## config.mk

```make
export PLATFORM = sky130hd
export DESIGN_NAME = corelet_ctrl_flat
export DESIGN_NICKNAME = d
export VERILOG_FILES = /design/src/rtl/corelet_ctrl_if.sv /design/src/rtl/corelet_ctrl.sv /design/src/flat_wrapper.sv
export SDC_FILE = /design/constraint.sdc
export NUM_CORES = 1
export LEC_CHECK = 0
export ABC_CLOCK_PERIOD_IN_PS = 4500
export BUFFER_PORTS_ARGS = -buffer_cell sky130_fd_sc_hd__buf_2
export CORE_MARGIN = 4
export CORE_UTILIZATION = 40
export CTS_CLUSTER_DIAMETER = 100
export DETAILED_ROUTE_END_ITERATION = 6
export PLACE_DENSITY = 0.71
export SLEW_MARGIN = 0
export SYNTH_ARGS = -nofsm -noshare
export SYNTH_HDL_FRONTEND = slang
export SYNTH_SLANG_ARGS = --single-unit
```

## constraint.sdc

```tcl
create_clock -name clk -period 4.5 [get_ports clk]
set_input_delay 0.225 -clock clk [delete_from_list [all_inputs] [get_ports clk]]
set_output_delay 0.225 -clock clk [all_outputs]
set_load 0.01 [all_outputs]
```

## src/rtl/corelet_ctrl_if.sv

```systemverilog
// corelet_ctrl_if: job request, L0 source handshake, OFIFO status and instruction bus of the corelet controller
interface corelet_ctrl_if #(
    parameter int cnt_bw = 8
);
    logic              start;
    logic              kernel_load;
    logic [cnt_bw-1:0] num_vec;
    logic              src_valid;
    logic              src_ready;
    logic              l0_full;
    logic              ofifo_valid;
    logic              ofifo_full;
    logic [33:0]       inst_q;
    logic              busy;
    logic              done;

    modport master (
        output start, kernel_load, num_vec, src_valid, l0_full, ofifo_valid, ofifo_full,
        input  src_ready, inst_q, busy, done
    );

    modport slave (
        input  start, kernel_load, num_vec, src_valid, l0_full, ofifo_valid, ofifo_full,
        output src_ready, inst_q, busy, done
    );
endinterface

```

## src/rtl/corelet_ctrl.sv

```systemverilog
// corelet_ctrl: sequences kernel load, weight settle, activation write, execute and OFIFO drain for one job
module corelet_ctrl #(
    parameter int row    = 8,
    parameter int col    = 8,
    parameter int cnt_bw = 8
) (
    input logic           clk,
    input logic           reset,
    corelet_ctrl_if.slave bus
);
    localparam int tw = $clog2(row + col + 1);
    localparam logic [cnt_bw-1:0] one = cnt_bw'(1);
    localparam logic [tw-1:0] tone = tw'(1);

    typedef enum logic [2:0] {IDLE, KWRITE, KLOAD, KSETTLE, XWRITE, EXEC, DRAIN, DONE} state_t;

    state_t            state;
    logic [cnt_bw-1:0] nv;
    logic [cnt_bw-1:0] wcnt;
    logic [cnt_bw-1:0] icnt;
    logic [cnt_bw-1:0] rcnt;
    logic [tw-1:0]     tmr;
    logic              wr_ph;
    logic              acc;
    logic              ld;
    logic              ex;
    logic              rd;

    // per-cycle command decode; reads stop once num_vec rows have been taken
    always_comb begin
        wr_ph = (state == KWRITE) || (state == XWRITE);
        acc   = wr_ph && !bus.l0_full && bus.src_valid;
        ld    = state == KLOAD;
        ex    = (state == EXEC) && !bus.ofifo_full;
        rd    = ((state == EXEC) || (state == DRAIN)) && bus.ofifo_valid && (rcnt != nv);
    end

    assign bus.src_ready = wr_ph && !bus.l0_full;
    assign bus.inst_q    = {27'b0, rd, 2'b0, ld | ex, acc, ex, ld};
    assign bus.busy      = state != IDLE;
    assign bus.done      = state == DONE;

    // job state machine; counters compare against count+1 so num_vec of all ones never wraps
    always_ff @(posedge clk) begin
        if (reset) begin
            state <= IDLE;
            nv    <= '0;
            wcnt  <= '0;
            icnt  <= '0;
            rcnt  <= '0;
            tmr   <= '0;
        end else begin
            rcnt <= rcnt + cnt_bw'(rd);
            case (state)
                IDLE: if (bus.start && bus.num_vec != '0) begin
                    nv    <= bus.num_vec;
                    wcnt  <= '0;
                    icnt  <= '0;
                    rcnt  <= '0;
                    tmr   <= '0;
                    state <= bus.kernel_load ? KWRITE : XWRITE;
                end
                KWRITE: if (acc) begin
                    wcnt <= (wcnt == cnt_bw'(col - 1)) ? '0 : wcnt + one;
                    if (wcnt == cnt_bw'(col - 1)) state <= KLOAD;
                end
                KLOAD: begin
                    tmr <= (tmr == tw'(col - 1)) ? '0 : tmr + tone;
                    if (tmr == tw'(col - 1)) state <= KSETTLE;
                end
                KSETTLE: begin
                    tmr <= (tmr == tw'(row + col - 1)) ? '0 : tmr + tone;
                    if (tmr == tw'(row + col - 1)) state <= XWRITE;
                end
                XWRITE: if (acc) begin
                    wcnt <= wcnt + one;
                    if (wcnt + one == nv) state <= EXEC;
                end
                EXEC: if (ex) begin
                    icnt <= icnt + one;
                    if (icnt + one == nv) state <= DRAIN;
                end
                DRAIN: if (rcnt + cnt_bw'(rd) == nv) state <= DONE;
                DONE: state <= IDLE;
            endcase
        end
    end
endmodule

```

## src/flat_wrapper.sv

```systemverilog
// flat-port wrapper written by rule: the top's interface ports become plain ports
module corelet_ctrl_flat 
#(
    parameter int row    = 8,
    parameter int col    = 8,
    parameter int cnt_bw = 8
)
  (clk, reset, bus_start, bus_kernel_load, bus_num_vec, bus_src_valid, bus_l0_full, bus_ofifo_valid, bus_ofifo_full, bus_src_ready, bus_inst_q, bus_busy, bus_done);
  corelet_ctrl_if #(.cnt_bw(cnt_bw)) bus_i ();
  input logic clk;
  input logic reset;
  input wire logic [$bits(bus_i.start)-1:0] bus_start;
  input wire logic [$bits(bus_i.kernel_load)-1:0] bus_kernel_load;
  input wire logic [$bits(bus_i.num_vec)-1:0] bus_num_vec;
  input wire logic [$bits(bus_i.src_valid)-1:0] bus_src_valid;
  input wire logic [$bits(bus_i.l0_full)-1:0] bus_l0_full;
  input wire logic [$bits(bus_i.ofifo_valid)-1:0] bus_ofifo_valid;
  input wire logic [$bits(bus_i.ofifo_full)-1:0] bus_ofifo_full;
  output wire logic [$bits(bus_i.src_ready)-1:0] bus_src_ready;
  output wire logic [$bits(bus_i.inst_q)-1:0] bus_inst_q;
  output wire logic [$bits(bus_i.busy)-1:0] bus_busy;
  output wire logic [$bits(bus_i.done)-1:0] bus_done;
  assign bus_i.start = bus_start;
  assign bus_i.kernel_load = bus_kernel_load;
  assign bus_i.num_vec = bus_num_vec;
  assign bus_i.src_valid = bus_src_valid;
  assign bus_i.l0_full = bus_l0_full;
  assign bus_i.ofifo_valid = bus_ofifo_valid;
  assign bus_i.ofifo_full = bus_ofifo_full;
  assign bus_src_ready = bus_i.src_ready;
  assign bus_inst_q = bus_i.inst_q;
  assign bus_busy = bus_i.busy;
  assign bus_done = bus_i.done;
  corelet_ctrl #(.row(row), .col(col), .cnt_bw(cnt_bw)) u_core (.clk(clk), .reset(reset), .bus(bus_i));
endmodule
```

==> out/qor.txt <==
outcome = completed
drt pass-1 iters = 6
RePlAce Congestion = 0.910
share of synthesized flip-flops with an asynchronous set or reset = 0%
pre-CTS setup slack = 0.920 ns
Worst path depth = 13
peak supply drop = 226 uV
first-pass GRT wire length = 11200 um
multi-input logic area = 1890 um2
met1 usage = 19.1%
minimum clock period = 3.59 ns
Clock transition at path regs = 0.08 ns
slowest stage delay, CP = 0.55 ns
Ys Warns = 0
RSZ-0062 raised after global routing = no
crit path buf inv count = 0
GRT met3 Usage = 3.63%
vias in the first global route = 2422
Worst-Margin Slew = 0.863 ns
sequential cell area fraction in the yosys report = 26.4%
max frequency = 279 MHz
cell family with most CP delay = simple AND/OR/NAND/NOR gates
leakage power = 1.26 nW
FILL cells = 755
iteration-0 DRC count of the detailed router = 183
syn_area_per_cell = 7.81 um2
Clock Power Share = 22.3%
initial core utilization = 41.5%
crit path to = u_core.state[1]
ANT nets after route = 0
total grt overflow = 0
share of power burned in registers = 32.7%
CP Data Required Time = 4.71 ns
pin count of the biggest net entering global routing = 35
IO Pins = 53
Root Buffer = clkbuf_8
width of the chip = 95.0 um
clock tree buffer depth = 2
Worst-Skew Late Latency = 0.30 ns
Critical path origin = u_core.nv[5]
# hold bufs at CTS = 0
Tot GR Track Use = 15.3%
sw frac = 40.6%
Setup crit end kind = flip-flop
CTS Sinks = 40
post-synth top area share = 26.4%
Core Area = 7290 um2
pwr/cell area = 462 nW/um2
Slew Viols, Final = 0
CTS tree = built
Reg area = 801 um2
crit path DAT = 3.80 ns
nets@finish = 417
Setup Skew = 0.0113 ns
Final Util = 42.8%
min-delay worst type = primary input to flip-flop
startpoint types = flip-flop
total number of vias = 2557
CTS resizes = 0
type of the worst setup path = flip-flop to flip-flop
post-synth cell types = 54
Num CTS Buffers = 5
IO Port Bufs = 23
remaining design rule violation count = 0
R2R Setup Slk = 0.91 ns
Worst Reg-to-Reg Cells = 13
Net Sw Power = 0.000586 W
share of cells above drive strength 1 = 11.3%
met2 GRT Util = 26.5%
list of most frequent post-synthesis cells = nor2_1, dfxtp_1, buf_4
post-DP HPWL = 4940 um
Post-synth EDFFs = 0
Vias/cell = 5.22
maxcap violations = 0
critical path, cell by cell = and2_1 > o21ai_0 > nor4_1 > nor2_1 > ha_1 > ha_1 > xnor2_1 > xnor2_1 > or4_4 > o311ai_4 > o211ai_2 > or4_1 > o31ai_1
die height = 95.0 um
Fin. Hold Viols = 0
Slew headroom = 41.9%
count leader, synth = nor2_1
combinational power share = 45.0%
final setup violation count = 0
Post-synth top flop = dfxtp_1
final worst slack = 0.912 ns
final WL = 6480 um
Power Internal = 0.000858 W
routed len/inst = 13.2 um
Post-CTS Setup Inserts = 0
global route hottest layer = met2
# rows = 31
depth of the CTS H-tree = 2
worst r2r src = u_core.nv[5]
ant diodes = 0
critical path's slowest cell = dfxtp_1
setup TNS = 0 ns
fin crit share = 79.7%
synthesis-to-layout area growth = 3.14%
Die Area = 9030 um2
Cells after Synth = 388
initial antenna violation count = 0
flops & latches, synth = 40
ranking of synthesized cells by area = dfxtp_1, buf_4, nor2_1
Synth Cell Area = 3030 um2
r2r endpoint = u_core.state[1]
cell taking the most area after synthesis = dfxtp_1
CP Max Fanout = 10
## cell type report
class / count / area share [%]
Clock buffer: 7 / 3.08
Clock inverter: 1 / 0.961
Sequential cell: 40 / 25.6
Timing Repair Buffer: 24 / 3.92
Inverter: 15 / 1.80
Multi-Input combinational cell: 304 / 60.6
Tap cell: 99 / 3.96
## power groups by stage
| stage | sequential, W | combinational, W | clock [W] |
|---|---|---|---|
| after floorplan | 0.000422 | 0.000593 | 0 |
| after global placement | 0.000475 | 0.000633 | 0 |
| after detailed placement | 0.000479 | 0.000642 | 0 |
| after CTS | 0.000470 | 0.000646 | 0.000333 |
| after global routing | 0.000482 | 0.000727 | 0.000346 |
| final | 0.000472 | 0.000650 | 0.000322 |
## layer usage
| layer | vias to the layer above | part of all wire (%) |
|---|---|---|
| li1 | 1275 | - |
| met1 | 1189 | 44 |
| met5 | - | 0 |
| met2 | 80 | 47 |
| met4 | 0 | 1.3 |
| met3 | 13 | 7.5 |
## worst reg2reg max path: stages (launching register included)
cell and delay [ns]:
dfxtp_1 0.55, and2_1 0.21, o21ai_0 0.08, nor4_1 0.26, nor2_1 0.10, ha_1 0.24
ha_1 0.21, xnor2_1 0.23, xnor2_1 0.09, or4_4 0.53, o311ai_4 0.23, o211ai_2 0.16
or4_1 0.53, o31ai_1 0.08
## cell usage in the layout (no fill, tap or decap), drive strengths merged, types with 2 or more instances in the layout
cell    synthesis  final
a211o           2      2
a211oi          3      3
a21oi          24     24
a22oi           2      2
a31oi           3      3
and2            6      6
and3            2      2
and4            2      2
buf            38     24
clkbuf         19      7
conb            1     29
dfxtp          40     40
ha             11     11
inv            15     15
mux2            2      2
mux2i          14     14
nand2          18     18
nand3          12     12
nand4           5      5
nor2           56     56
nor2b           9      9
nor3            7      7
nor3b           4      4
nor4            3      3
o211ai          4      4
o21ai          20     20
o311ai          4      4
o31a            3      3
o31ai           2      2
or2             2      2
or3             4      4
or4             6      6
or4b            2      2
xnor2          22     22
xor2           14     14
## flip-flops by register name, summed over array words and instances (netlist names)
name          count
u_core.rcnt       8
u_core.wcnt       8
u_core.icnt       8
u_core.nv         8
u_core.tmr        5
u_core.state      3
## how the worst min path moves through the flow
stage	to	startpoint	slack (ns)	cells past startpoint
global placement	u_core.nv[1]	bus_num_vec[1]	0.48	3
finish	u_core.nv[0]	bus_num_vec[0]	0.18	3
CTS	u_core.nv[2]	bus_num_vec[2]	0.18	3
detailed placement	u_core.nv[2]	bus_num_vec[2]	0.49	3
global route	u_core.nv[0]	bus_num_vec[0]	0.20	3
floorplan	u_core.nv[2]	bus_num_vec[2]	0.37	2
## metrics by stage
stage | std cells | total power [W] | cell area, um2 | hold slack, ns
after floorplan | 416 | 0.00102 | 3130 | 0.372
after global placement | 482 | 0.00111 | 3000 | 0.478
after detailed placement | 482 | 0.00112 | 3000 | 0.485
after CTS | 490 | 0.00145 | 3120 | 0.177
after global routing | 490 | 0.00156 | 3120 | 0.196
final | 490 | 0.00144 | 3120 | 0.178
## cell families (layout without fill, tap and decap cells)
logic type	Yosys count	after routing	synth area share, %
multiplexers	16	16	5.37
buffers and inverters	72	47	14.5
adder cells (fa/ha/maj)	11	11	4.54
flip-flops	40	40	26.4
other	1	29	0.124
XOR/XNOR	36	36	10.4
AO/OA/AOI/OAI	72	72	15.4
AND/OR/NAND/NOR	140	140	23.2
(Power assumes the default switching activity.)
